<file path="config.mk">
export PLATFORM = sky130hd
export DESIGN_NAME = adc_sample_framer
export DESIGN_NICKNAME = d
export VERILOG_FILES = /design/src/rtl/bioee_framer_pkg.sv /design/src/rtl/adc_framer_fifo.sv /design/src/rtl/adc_sample_framer.sv
export SDC_FILE = /design/constraint.sdc
export NUM_CORES = 1
export LEC_CHECK = 0
export ABC_CLOCK_PERIOD_IN_PS = 4300
export CORE_MARGIN = 4
export CORE_UTILIZATION = 50
export DETAILED_ROUTE_END_ITERATION = 6
export PLACE_DENSITY = 0.81
export SETUP_SLACK_MARGIN = 0.4
export SYNTH_ARGS = -nofsm -noshare
export SYNTH_HDL_FRONTEND = slang
export SYNTH_SLANG_ARGS = --single-unit
export TNS_END_PERCENT = 10
</file>
<file path="constraint.sdc">
create_clock -name clk -period 4.3 [get_ports clk]
set_clock_uncertainty 0.05 [all_clocks]
set_input_delay 0.86 -clock clk [delete_from_list [all_inputs] [get_ports clk]]
set_output_delay 0.86 -clock clk [all_outputs]
set_load 0.05 [all_outputs]
</file>
<file path="src/rtl/bioee_framer_pkg.sv">
// bioee_framer_pkg: shared framer state type and constants (CSUM state only with ADC_FRAMER_CHECKSUM_EN)
package bioee_framer_pkg;
  localparam int SEQ_W = 12;
  localparam int CHAN_W = 4;
  localparam logic [15:0] HEADER_DEFAULT = 16'hA5C3;
`ifdef ADC_FRAMER_CHECKSUM_EN
  typedef enum logic [2:0] {IDLE, HDR, SEQ, DATA, CSUM} state_t;
`else
  typedef enum logic [2:0] {IDLE, HDR, SEQ, DATA} state_t;
`endif
endpackage

</file>
<file path="src/rtl/adc_framer_fifo.sv">
// adc_framer_fifo: show-ahead 16-bit sync FIFO with flush; a write into a full FIFO succeeds when a pop frees the slot on the same edge
module adc_framer_fifo #(
  parameter int FIFO_DEPTH = 4
) (
  input  logic        clk,
  input  logic        rst_n,
  input  logic        flush,
  input  logic        wr_en,
  input  logic [15:0] din,
  input  logic        rd_en,
  output logic [15:0] dout,
  output logic        full,
  output logic        empty
);
  localparam int AW = $clog2(FIFO_DEPTH);
  logic [15:0] mem [FIFO_DEPTH];
  logic [AW:0] wp, rp;
  logic we, re;
  always_comb begin
    empty = wp == rp;
    full = wp == {~rp[AW], rp[AW-1:0]};
    re = rd_en && !empty;
    we = wr_en && (!full || re);
    dout = mem[rp[AW-1:0]];
  end
  always_ff @(posedge clk or negedge rst_n)
    if (!rst_n) begin
      wp <= '0;
      rp <= '0;
    end else if (flush) begin
      wp <= '0;
      rp <= '0;
    end else begin
      wp <= wp + (AW+1)'(we);
      rp <= rp + (AW+1)'(re);
    end
  always_ff @(posedge clk)
    if (we) mem[wp[AW-1:0]] <= din;
endmodule

</file>
<file path="src/rtl/adc_sample_framer.sv">
// adc_sample_framer: frames ADC samples as header, {chan,seq}, FRAME_LEN samples; ADC_FRAMER_CHECKSUM_EN appends an XOR trailer word
module adc_sample_framer
  import bioee_framer_pkg::*;
#(
  parameter int          FRAME_LEN   = 256,
  parameter logic [15:0] HEADER_WORD = HEADER_DEFAULT,
  parameter int          FIFO_DEPTH  = 4
) (
  input  logic              clk,
  input  logic              rst_n,
  input  logic              enable,
  input  logic [CHAN_W-1:0] chan_sel,
  input  logic [15:0]       in_data,
  input  logic              in_valid,
  output logic [15:0]       out_data,
  output logic              out_valid,
  input  logic              out_ready,
  output logic              frame_start,
  output logic              overflow,
  input  logic              overflow_clr
);
  localparam int CW = $clog2(FRAME_LEN);
  localparam logic [CW-1:0] LAST = CW'(FRAME_LEN - 1);
  state_t state;
  logic [SEQ_W-1:0] seq;
  logic [CW-1:0] cnt;
  logic [15:0] dout;
  logic last, xfer, can_load, pop, wr, full, empty;
`ifdef ADC_FRAMER_CHECKSUM_EN
  logic [15:0] csum;
`endif
  always_comb begin
    xfer = out_valid && out_ready;
    can_load = !out_valid || out_ready;
    pop = !empty && !last && ((state == SEQ && xfer) || (state == DATA && can_load));
    wr = in_valid && state != IDLE;
  end
  adc_framer_fifo #(.FIFO_DEPTH(FIFO_DEPTH)) u_fifo (
    .clk(clk),
    .rst_n(rst_n),
    .flush(state == IDLE),
    .wr_en(wr),
    .din(in_data),
    .rd_en(pop),
    .dout(dout),
    .full(full),
    .empty(empty)
  );
  always_ff @(posedge clk or negedge rst_n)
    if (!rst_n) begin
      state <= IDLE;
      seq <= '0;
      cnt <= '0;
      last <= 1'b0;
      out_data <= '0;
      out_valid <= 1'b0;
      frame_start <= 1'b0;
      overflow <= 1'b0;
`ifdef ADC_FRAMER_CHECKSUM_EN
      csum <= '0;
`endif
    end else begin
      frame_start <= state == HDR && xfer;
      overflow <= (wr && full && !pop) || (overflow && !overflow_clr);
      if (pop) begin
        out_data <= dout;
        out_valid <= 1'b1;
        cnt <= cnt + 1'b1;
        last <= cnt == LAST;
`ifdef ADC_FRAMER_CHECKSUM_EN
        csum <= csum ^ dout;
`endif
      end
      case (state)
        IDLE: begin
          seq <= '0;
          if (enable) begin
            state <= HDR;
            out_data <= HEADER_WORD;
            out_valid <= 1'b1;
          end
        end
        HDR: begin
          cnt <= '0;
`ifdef ADC_FRAMER_CHECKSUM_EN
          csum <= '0;
`endif
          if (xfer) begin
            state <= SEQ;
            out_data <= {chan_sel, seq};
          end
        end
        SEQ: if (xfer) begin
          seq <= seq + 1'b1;
          state <= DATA;
          if (!pop) out_valid <= 1'b0;
        end
        DATA: if (xfer && last) begin
          last <= 1'b0;
`ifdef ADC_FRAMER_CHECKSUM_EN
          state <= CSUM;
          out_data <= csum;
`else
          state <= enable ? HDR : IDLE;
          out_valid <= enable;
          out_data <= HEADER_WORD;
`endif
        end else if (xfer && !pop) out_valid <= 1'b0;
`ifdef ADC_FRAMER_CHECKSUM_EN
        CSUM: if (xfer) begin
          state <= enable ? HDR : IDLE;
          out_valid <= enable;
          out_data <= HEADER_WORD;
        end
`endif
        default: state <= IDLE;
      endcase
    end
endmodule

</file>
==> flow_summary_export.csv, run 1 <==
group,metric,value,unit
pwr,ir_drop,0.3711,mV
clock_tree,holdBufCountCts,0,
floorplan,start_util,52.35,%
worst_setup_path,reg2reg_to,"u_fifo.mem[3][12]$_DFFE_PP_",
timing,finalSetupViolCount,0,
global_route,grt_overflow_total,0,
floorplan,die_w,107.3,um
worst_setup_path,worstSetupStartpoint,"out_ready",
placement,hpwlAfterDp,6379,um
yosys,synth-seq-cells,112,
clock_tree,clock-sinks,112,
finish,syn2layout_area_growth,15.69,%
placement,place_congestion,0.8013,
yosys,ys_types,46,
finish,instances_no_fill,535,
yosys,netlist_instances,364,
pwr,power.total,3.676,mW
finish,fin_util,60.56,%
yosys,synth_edf_count,64,
clock_tree,htreeDepth,3,
finish,regArea,0.003123,sq mm
drt,wire_per_inst,17.70,um
global_route,grt_pass1_vias,3038,
yosys,synth_nets,401,
yosys,avgSynthCellArea,13.54,sq um
clock_tree,cts_tree,"yes",
floorplan,io_pins,45,
drt,wl,9471,um
timing,timing.fmax,328.2,MHz
global_route,antenna_found_initial,0,
timing,rsz0062_at_grt,"false",
clock_tree,clk_path_buf_depth,2,
floorplan,core_area,0.009415,sq mm
worst_setup_path,startpoint_type,"primary input",
worst_setup_path,ff2ff_setup_slack,1410,ps
pwr,p_per_area,644.7,mW/mm^2
finish,antennaDiodeCount,0,
global_route,grt_pass1_wl,15420,um
yosys,ys.flop_type,"edfxtp_1",
floorplan,die_area,0.01151,sq mm
flow_run,drv_cap,0,
timing,timing.final.crit_share,70.85,%
finish,layout_common_cells,"edfxtp_1 (64), dfrtp_1 (48), clkdlybuf4s50_1 (43)",
pwr,leakage,2.053,nW
finish,multi_input_area,0.001680,sq mm
clock_tree,clk_latency,380,ps
worst_setup_path,required,4270,ps
drt,drt_iter0_markers,144,
yosys,syn_area,0.004928,sq mm
placement,detailedPlace.worstSlack,842.6,ps
clock_tree,root_buffer,"clkbuf_8",
finish,fill_cells,717,
drt,ant_nets,0,
worst_setup_path,path_class,"in2reg",
worst_setup_path,critPathMaxFanout,20,
yosys,synth_top_area_share,38.99,%
drt,drc,0,
worst_setup_path,cp-endpoint,"u_fifo.mem[3][12]$_DFFE_PP_",
timing,hold_violations,0,
worst_setup_path,reg2reg_depth,9,
worst_setup_path,end_kind,"register",
timing,post-route-min-period,3047,ps
finish,drive_gt1_share,12.32,%
drt,drt_pass1_iterations,5,
drt,vias,3103,
yosys,yosys.area.top_type,"edfxtp_1",
timing,drv_slew,0,
yosys,yosysWarnings,0,
clock_tree,cts.reportedPaths.clkPinSlew,110,ps
timing,tightest_slew,1067,ps
yosys,synth-async-reset-ratio,42.86,%
clock_tree,cts_setup_buffers,0,
finish,final_common_cell,"edfxtp_1",
timing,fin_setup_tns,0,ps
worst_setup_path,cp_data_arrival_time,3020,ps
floorplan,dieHeight,107.3,um
drt,vias_per_cell,5.800,
finish,final_nets,438,
timing,slew_headroom,28.70,%
global_route,grtUsageTotal,17.28,%
clock_tree,cts_made_buffers,9,
placement,io_buffers,44,
floorplan,fp-row-count,35,
timing,layout_setup_ws,1253,ps
clock_tree,cts.repair.resized,0,
yosys,yosysSeqAreaShare,63.37,%
worst_setup_path,r2r-start,"state[0]$_DFFE_PN0P_",
run_status,status,"finished clean",
global_route,grt_start_max_net_pins,49,
yosys,synth.top_cells.by_area,"edfxtp_1 (39%), dfrtp_1 (24%), mux4_2 (7.3%), ha_1 (2.8%), o211ai_1 (2.7%)",
worst_hold_path,hold_class,"reg2reg",
placement,place_inst,519,
==> metal layers <==
| layer | routed length [um] | part of all wire [%] | track usage (%) |
|---|---|---|---|
| met1 | 4308 | 45 | 24.27 |
| met2 | 4581 | 48 | 27.84 |
| met3 | 520 | 5.5 | 4.019 |
| met4 | 61 | 0.64 | 3.562 |
| met5 | 0 | 0 | 0 |
==> cell usage after synthesis, types with 2 or more instances <==
| cell | n |
|---|---|
| o211ai_1 | 18 |
| nor3_1 | 4 |
| or3_1 | 7 |
| edfxtp_1 | 64 |
| o2111ai_1 | 2 |
| or4_1 | 6 |
| xnor2_1 | 7 |
| mux4_2 | 16 |
| xor2_1 | 4 |
| a21oi_1 | 22 |
| o31ai_1 | 6 |
| ha_1 | 11 |
| nand2_1 | 35 |
| nor2_1 | 9 |
| nand3_1 | 8 |
| inv_1 | 7 |
| a32o_1 | 2 |
| nor2b_1 | 7 |
| and2_1 | 2 |
| o21ai_0 | 9 |
| buf_4 | 2 |
| buf_2 | 7 |
| nor3b_1 | 2 |
| clkbuf_1 | 13 |
| and3_1 | 5 |
| nand4_1 | 21 |
| a22o_1 | 2 |
| dfrtp_1 | 48 |
==> cell type report <==
cell class              count  area share, %
clock buffers               9          2.172
clock inverters             7          1.734
inverters                   7         0.4608
multi-input cells         220          29.47
flip-flops and latches    112          54.77
well taps                 129          2.831
repair buffers             51          8.558
==> registers in the layout, summed over array words and instances (netlist names) <==
signal	cells
overflow	1
u_fifo.rp	3
last	1
seq	12
state	2
u_fifo.wp	3
out_valid	1
frame_start	1
u_fifo.mem	64
out_data	16
cnt	8
==> logic make-up after synthesis <==
| group | share of synthesized area, % |
|---|---|
| xor gates and xnor gates | 1.955 |
| muxes | 7.312 |
| DFF | 63.37 |
| AOI/OAI and AO/OA | 9.648 |
| buffers and inverters | 2.945 |
| adders and majority gates | 2.793 |
| and+or+nand+nor | 11.98 |
==> where the power goes <==
group | switching (mW) | total [mW] | internal [mW]
Combinational | 0.986 | 1.51 | 0.527
Sequential | 0.142 | 1.51 | 1.37
Clock | 0.409 | 0.654 | 0.245
Total | 1.54 | 3.68 | 2.14
==> critical path, cell delays in order <==
cell and delay [ps]:
clkdlybuf4s50_1 670, nor2b_4 80, nor3_2 110, buf_4 250
o311ai_1 130, buf_4 170, inv_1 60, and3_1 690
==> worst min-delay path by stage <==
stage                              from                     end  slack [ps]  cells past startpoint
CTS                 seq[11]$_DFFE_PN0P_  out_data[11]$_DFF_PN0_         480                      2
global placement     overflow$_DFF_PN0_      overflow$_DFF_PN0_         430                      1
global route         overflow$_DFF_PN0_      overflow$_DFF_PN0_         510                      1
detailed placement   overflow$_DFF_PN0_      overflow$_DFF_PN0_         450                      1
floorplan           seq[11]$_DFFE_PN0P_  out_data[11]$_DFF_PN0_         430                      2
finish               overflow$_DFF_PN0_      overflow$_DFF_PN0_         470                      1
==> through the flow <==
stage | instance area (sq um) | hold WS (ps)
2_1_floorplan | 4928 | 425.7
3_3_place_gp | 5479 | 432.9
3_5_place_dp | 5479 | 451.7
4_1_cts | 5702 | 478.7
5_1_grt | 5702 | 505.3
6_report | 5702 | 467.5
No activity file was read; power rests on OpenSTA's default activity.
==> run 2: changes to the inputs <==
- ABC_CLOCK_PERIOD_IN_PS: 4300 -> 2700
- PLACE_DENSITY: 0.81 -> 0.84
- clock period: 4.3 -> 2.7 ns (I/O delays scaled with it)
==> flow_summary_export.csv, run 2 (synthesis gave the netlist of run 1 again) <==
group,metric,value,unit
run_status,status,"finished clean",
global_route,grt_overflow_total,0,
drt,drt_iter0_markers,167,
placement,io_buffers,44,
finish,drive_gt1_share,15.75,%
timing,post-route-min-period,2253,ps
worst_setup_path,critPathMaxFanout,16,
pwr,seqPwrFrac,40.0,%
clock_tree,clk_latency,390,ps
worst_setup_path,required,2750,ps
floorplan,io_pins,45,
drt,drc,0,
pwr,leakage,2.135,nW
worst_setup_path,end_kind,"register",
finish,fin_util,62.30,%
drt,wire_per_inst,18.03,um
worst_hold_path,hold_class,"in2async",
drt,ant_nets,0,
placement,place_congestion,0.8173,
worst_setup_path,startpoint_type,"register",
drt,drt_pass1_iterations,4,
global_route,antenna_found_initial,0,
timing,slew_headroom,59.28,%
floorplan,dieHeight,107.3,um
finish,antennaDiodeCount,0,
clock_tree,cts_tree,"yes",
global_route,grt_pass1_wl,16360,um
timing,fin_setup_tns,0,ps
timing,drv_slew,0,
timing,timing.fmax,443.9,MHz
pwr,switching_power,2.489,mW
global_route,grt_start_max_net_pins,49,
drt,vias,3214,
flow_run,drv_cap,0,
floorplan,die_w,107.3,um
finish,syn2layout_area_growth,19.02,%
floorplan,fp-row-count,35,
worst_setup_path,path_class,"reg2reg",
floorplan,core_area,0.009415,sq mm
clock_tree,holdBufCountCts,0,
global_route,grtUsageTotal,18.68,%
worst_setup_path,cp_data_arrival_time,2300,ps
pwr,clock_power_share,16.6,%
finish,layout_common_cells,"edfxtp_1 (64), dfrtp_1 (47), clkdlybuf4s50_1 (42)",
finish,fill_cells,705,
drt,wl,9879,um
finish,largest_register_ffs,64,
global_route,grt_pass1_vias,3234,
clock_tree,cts.reportedPaths.clkPinSlew,120,ps
finish,final_nets,451,
placement,hpwlAfterDp,6849,um
clock_tree,cts_made_buffers,9,
finish,final_common_cell,"edfxtp_1",
pwr,p_int,3.526,mW
pwr,p_per_area,1026,mW/mm^2
floorplan,start_util,52.35,%
clock_tree,clock-sinks,112,
timing,finalSetupViolCount,0,
clock_tree,root_buffer,"clkbuf_8",
timing,rsz0062_at_grt,"true",
clock_tree,clk_path_buf_depth,2,
clock_tree,htreeDepth,3,
timing,hold_violations,0,
timing,tightest_slew,610.7,ps
pwr,p_sw_share,41.38,%
floorplan,die_area,0.01151,sq mm
pwr,comb_power_share,43.5,%
drt,vias_per_cell,5.865,
pwr,ir_drop,0.4827,mV
timing,timing.final.crit_share,83.43,%
run 2: cell count changes in the layout (fill, tap and decap cells not counted), moves of 2 or more:
cell      change
inv_8         +3
buf_12        +3
nor3b_2       -2
clkinv_4      +2
buf_4        +10
nor3b_4       +2
inv_12        -2
inv_6         -2
run 2: layout make-up:
type                    instances  area, sq um  share of cell area [%]
flip-flops and latches        112         3124                   53.26
multi-input cells             220         1724                   29.39
repair buffers                 64        621.8                   10.60
well taps                     129        161.4                   2.752
clock buffers                   9        123.9                   2.112
clock inverters                 7        83.83                   1.429
inverters                       7        26.28                  0.4480
run 2: worst paths after layout:
kind                                      startpoint                          end  slack (ps)  depth (start not counted)
max in group asynchronous                      rst_n          out_valid$_DFF_PN0_        1980                          2
min in group clk                  overflow$_DFF_PN0_           overflow$_DFF_PN0_         460                          1
worst min-delay path                           rst_n           overflow$_DFF_PN0_         180                          2
worst max register to register  state[0]$_DFFE_PN0P_  u_fifo.mem[1][14]$_DFFE_PP_         450                          8
worst max-delay path            state[0]$_DFFE_PN0P_  u_fifo.mem[1][14]$_DFFE_PP_         450                          8
worst min register to register    overflow$_DFF_PN0_           overflow$_DFF_PN0_         460                          1
run 2: timing repair:
| item | CTS | global route |
|---|---|---|
| gates cloned | 0 | 0 |
| gates resized for setup | 1 | 1 |
| buffers inserted | 0 | 0 |
| setup endpoints to repair | 2 | 65 |
run 2: through the flow:
stage / instances / setup WS, ps / hold WS, ps / power, mW / instance area, sq um
after floorplan: 364 / 317.3 / 194.4 / 4.247 / 4986
after global placement: 532 / 204.7 / 430.5 / 4.977 / 5657
after detailed placement: 532 / 181.7 / 429.9 / 5.062 / 5657
after CTS: 548 / 377.6 / 188.4 / 6.065 / 5863
after global routing: 548 / 295.0 / 215.2 / 6.394 / 5866
final: 548 / 447.4 / 177.6 / 6.016 / 5866
run 2: layer usage:
| metal | share of wire (%) | vias to the layer above | GRT usage, % |
|---|---|---|---|
| li1 | - | 1496 | - |
| met1 | 43 | 1625 | 23.67 |
| met2 | 50 | 73 | 30.70 |
| met3 | 4.4 | 20 | 5.279 |
| met4 | 2.3 | 0 | 6.941 |
| met5 | 0 | - | 0 |
run 2: worst max-delay path: stages, from the launching register on:
cell and delay (ps):
dfrtp_1 430, inv_1 120, ha_1 200, a21oi_2 80, nor3_2 330, o311ai_4 150
buf_4 190, nor3b_4 220, buf_12 190
run 2: power groups by stage:
stage	combinational (mW)	clock, mW	sequential (mW)
2_1_floorplan	1.48	0	2.76
3_3_place_gp	2.55	0	2.42
3_5_place_dp	2.62	0	2.44
4_1_cts	2.63	1.03	2.41
5_1_grt	2.86	1.10	2.44
6_report	2.61	0.998	2.40
==> run 3: changes to the inputs <==
- ABC_CLOCK_PERIOD_IN_PS: 2700 -> 2200
- PLACE_DENSITY: 0.84 -> 0.81
- clock period: 2.7 -> 2.2 ns (I/O delays scaled with it)
==> flow_summary_export.csv, run 3 (synthesis gave the netlist of run 1 again) <==
group,metric,value,unit
finish,final_nets,490,
pwr,ir_drop,0.5955,mV
drt,vias,3429,
timing,slew_headroom,64.49,%
timing,layout_setup_ws,-4.632,ps
worst_setup_path,end_kind,"register",
timing,rsz0062_at_grt,"true",
placement,placed_area,0.005763,sq mm
placement,hpwlAfterDp,6841,um
drt,ant_nets,0,
finish,final_cell_area,0.006563,sq mm
finish,antennaDiodeCount,0,
floorplan,io_pins,45,
floorplan,start_util,52.35,%
worst_setup_path,required,2270,ps
finish,layout_common_cells,"edfxtp_1 (64), dfrtp_1 (46), nand2_1 (35)",
worst_setup_path,cp_top_family,"buffers and inverters",
global_route,grt_overflow_total,0,
worst_setup_path,path_class,"reg2reg",
global_route,grt_pass1_vias,3308,
timing,whs,447.3,ps
timing,timing.fmax,453.6,MHz
timing,post-route-min-period,2205,ps
worst_setup_path,critPathMaxFanout,7,
floorplan,dieHeight,107.3,um
floorplan,die_w,107.3,um
worst_setup_path,crit_buf_inv,6,
finish,fin_util,69.70,%
clock_tree,cts_tree,"yes",
clock_tree,cts_made_buffers,9,
flow_run,drv_cap,0,
drt,wire_per_inst,19.24,um
finish,final_common_cell,"edfxtp_1",
clock_tree,clk_latency,390,ps
floorplan,fp-row-count,35,
global_route,grt_start_max_net_pins,49,
finish,drive_gt1_share,31.00,%
worst_setup_path,cp_data_arrival_time,2270,ps
placement,detailedPlace.worstSlack,-477.5,ps
timing,drv_slew,0,
drt,drt_iter0_markers,214,
floorplan,core_area,0.009415,sq mm
drt,drt_pass1_iterations,4,
worst_hold_path,hold_class,"reg2reg",
finish,largest_register_ffs,64,
clock_tree,root_buffer,"clkbuf_8",
drt,wl,11300,um
timing,tightest_slew,531.8,ps
worst_setup_path,cpMostUsedCell,"buf_6",
global_route,grtUsageTotal,19.11,%
pwr,leakage,2.660,nW
worst_setup_path,crit_slowest_cell,"dfrtp_1",
placement,place_congestion,0.8491,
finish,syn2layout_area_growth,33.16,%
run_status,status,"complete, but fails checks",
drt,drc,0,
floorplan,die_area,0.01151,sq mm
timing,timing.final.crit_share,100.2,%
clock_tree,cts.reportedPaths.clkPinSlew,120,ps
timing,finalSetupViolCount,7,
global_route,antenna_found_initial,0,
placement,io_buffers,44,
clock_tree,clock-sinks,112,
worst_setup_path,startpoint_type,"register",
worst_setup_path,path_cells,"inv_2, ha_4, a21oi_4, nor3_2, buf_4, o311ai_4, buf_6, buf_6, nor3b_4, buf_6, buf_16",
pwr,p_per_area,1303,mW/mm^2
timing,hold_violations,0,
global_route,grt_pass1_wl,16890,um
clock_tree,htreeDepth,3,
drt,vias_per_cell,5.842,
finish,fill_cells,604,
clock_tree,clk_path_buf_depth,2,
worst_setup_path,cpPeakStageDelay,440,ps
run_status,violations,"negative setup slack",
[run 3: repair_timing]
action                     CTS  global route
pin swaps                    8            46
hold buffers                 1             0
gates cloned                 1             2
setup endpoints to repair  124           125
resized for setup           17            87
hold endpoints to repair    48             0
buffers inserted            14             7
[run 3: power breakdown]
| part | total, mW | switching, mW | internal [mW] |
|---|---|---|---|
| sequential | 2.91 | 0.233 | 2.68 |
| clock | 1.27 | 0.804 | 0.466 |
| combinational | 4.37 | 2.45 | 1.93 |
[run 3: stage by stage]
| stage | std cells | power [mW] | TNS (ps) |
|---|---|---|---|
| 6_report | 587 | 8.552 | -20.36 |
| 5_1_grt | 587 | 9.005 | -1357 |
| 2_1_floorplan | 364 | 5.265 | -15.32 |
| 3_3_place_gp | 546 | 6.270 | -30910 |
| 3_5_place_dp | 546 | 6.388 | -32270 |
| 4_1_cts | 578 | 7.894 | 0 |
[run 3: final timing paths]
path | startpoint | to | slack, ps | cells after the start
setup / recovery | state[0]$_DFFE_PN0P_ | u_fifo.mem[1][6]$_DFFE_PP_ | -5 | 11
hold / removal | overflow$_DFF_PN0_ | overflow$_DFF_PN0_ | 450 | 1
setup reg to reg | state[0]$_DFFE_PN0P_ | u_fifo.mem[1][6]$_DFFE_PP_ | -5 | 11
hold reg to reg | overflow$_DFF_PN0_ | overflow$_DFF_PN0_ | 450 | 1
max in group asynchronous | rst_n | state[1]$_DFFE_PN0P_ | 1350 | 3
min in group asynchronous | rst_n | u_fifo.rp[2]$_DFF_PN0_ | 500 | 3
[run 3: routing by layer]
layer / wire length [um] / track usage [%] / part of all wire (%)
met2: 5784 / 31.86 / 51
met3: 547 / 4.139 / 4.8
met4: 209 / 5.114 / 1.9
met1: 4754 / 25.53 / 42
met5: 0 / 0 / 0
[run 3: layout make-up]
class	count	area, sq um	share of cell area (%)
Multi-Input combinational cell	220	1953	29.76
Timing Repair Buffer	103	1079	16.43
Inverter	7	28.78	0.4385
Sequential cell	112	3126	47.63
Clock buffer	9	123.9	1.888
Clock inverter	7	91.34	1.392
Tap cell	129	161.4	2.459
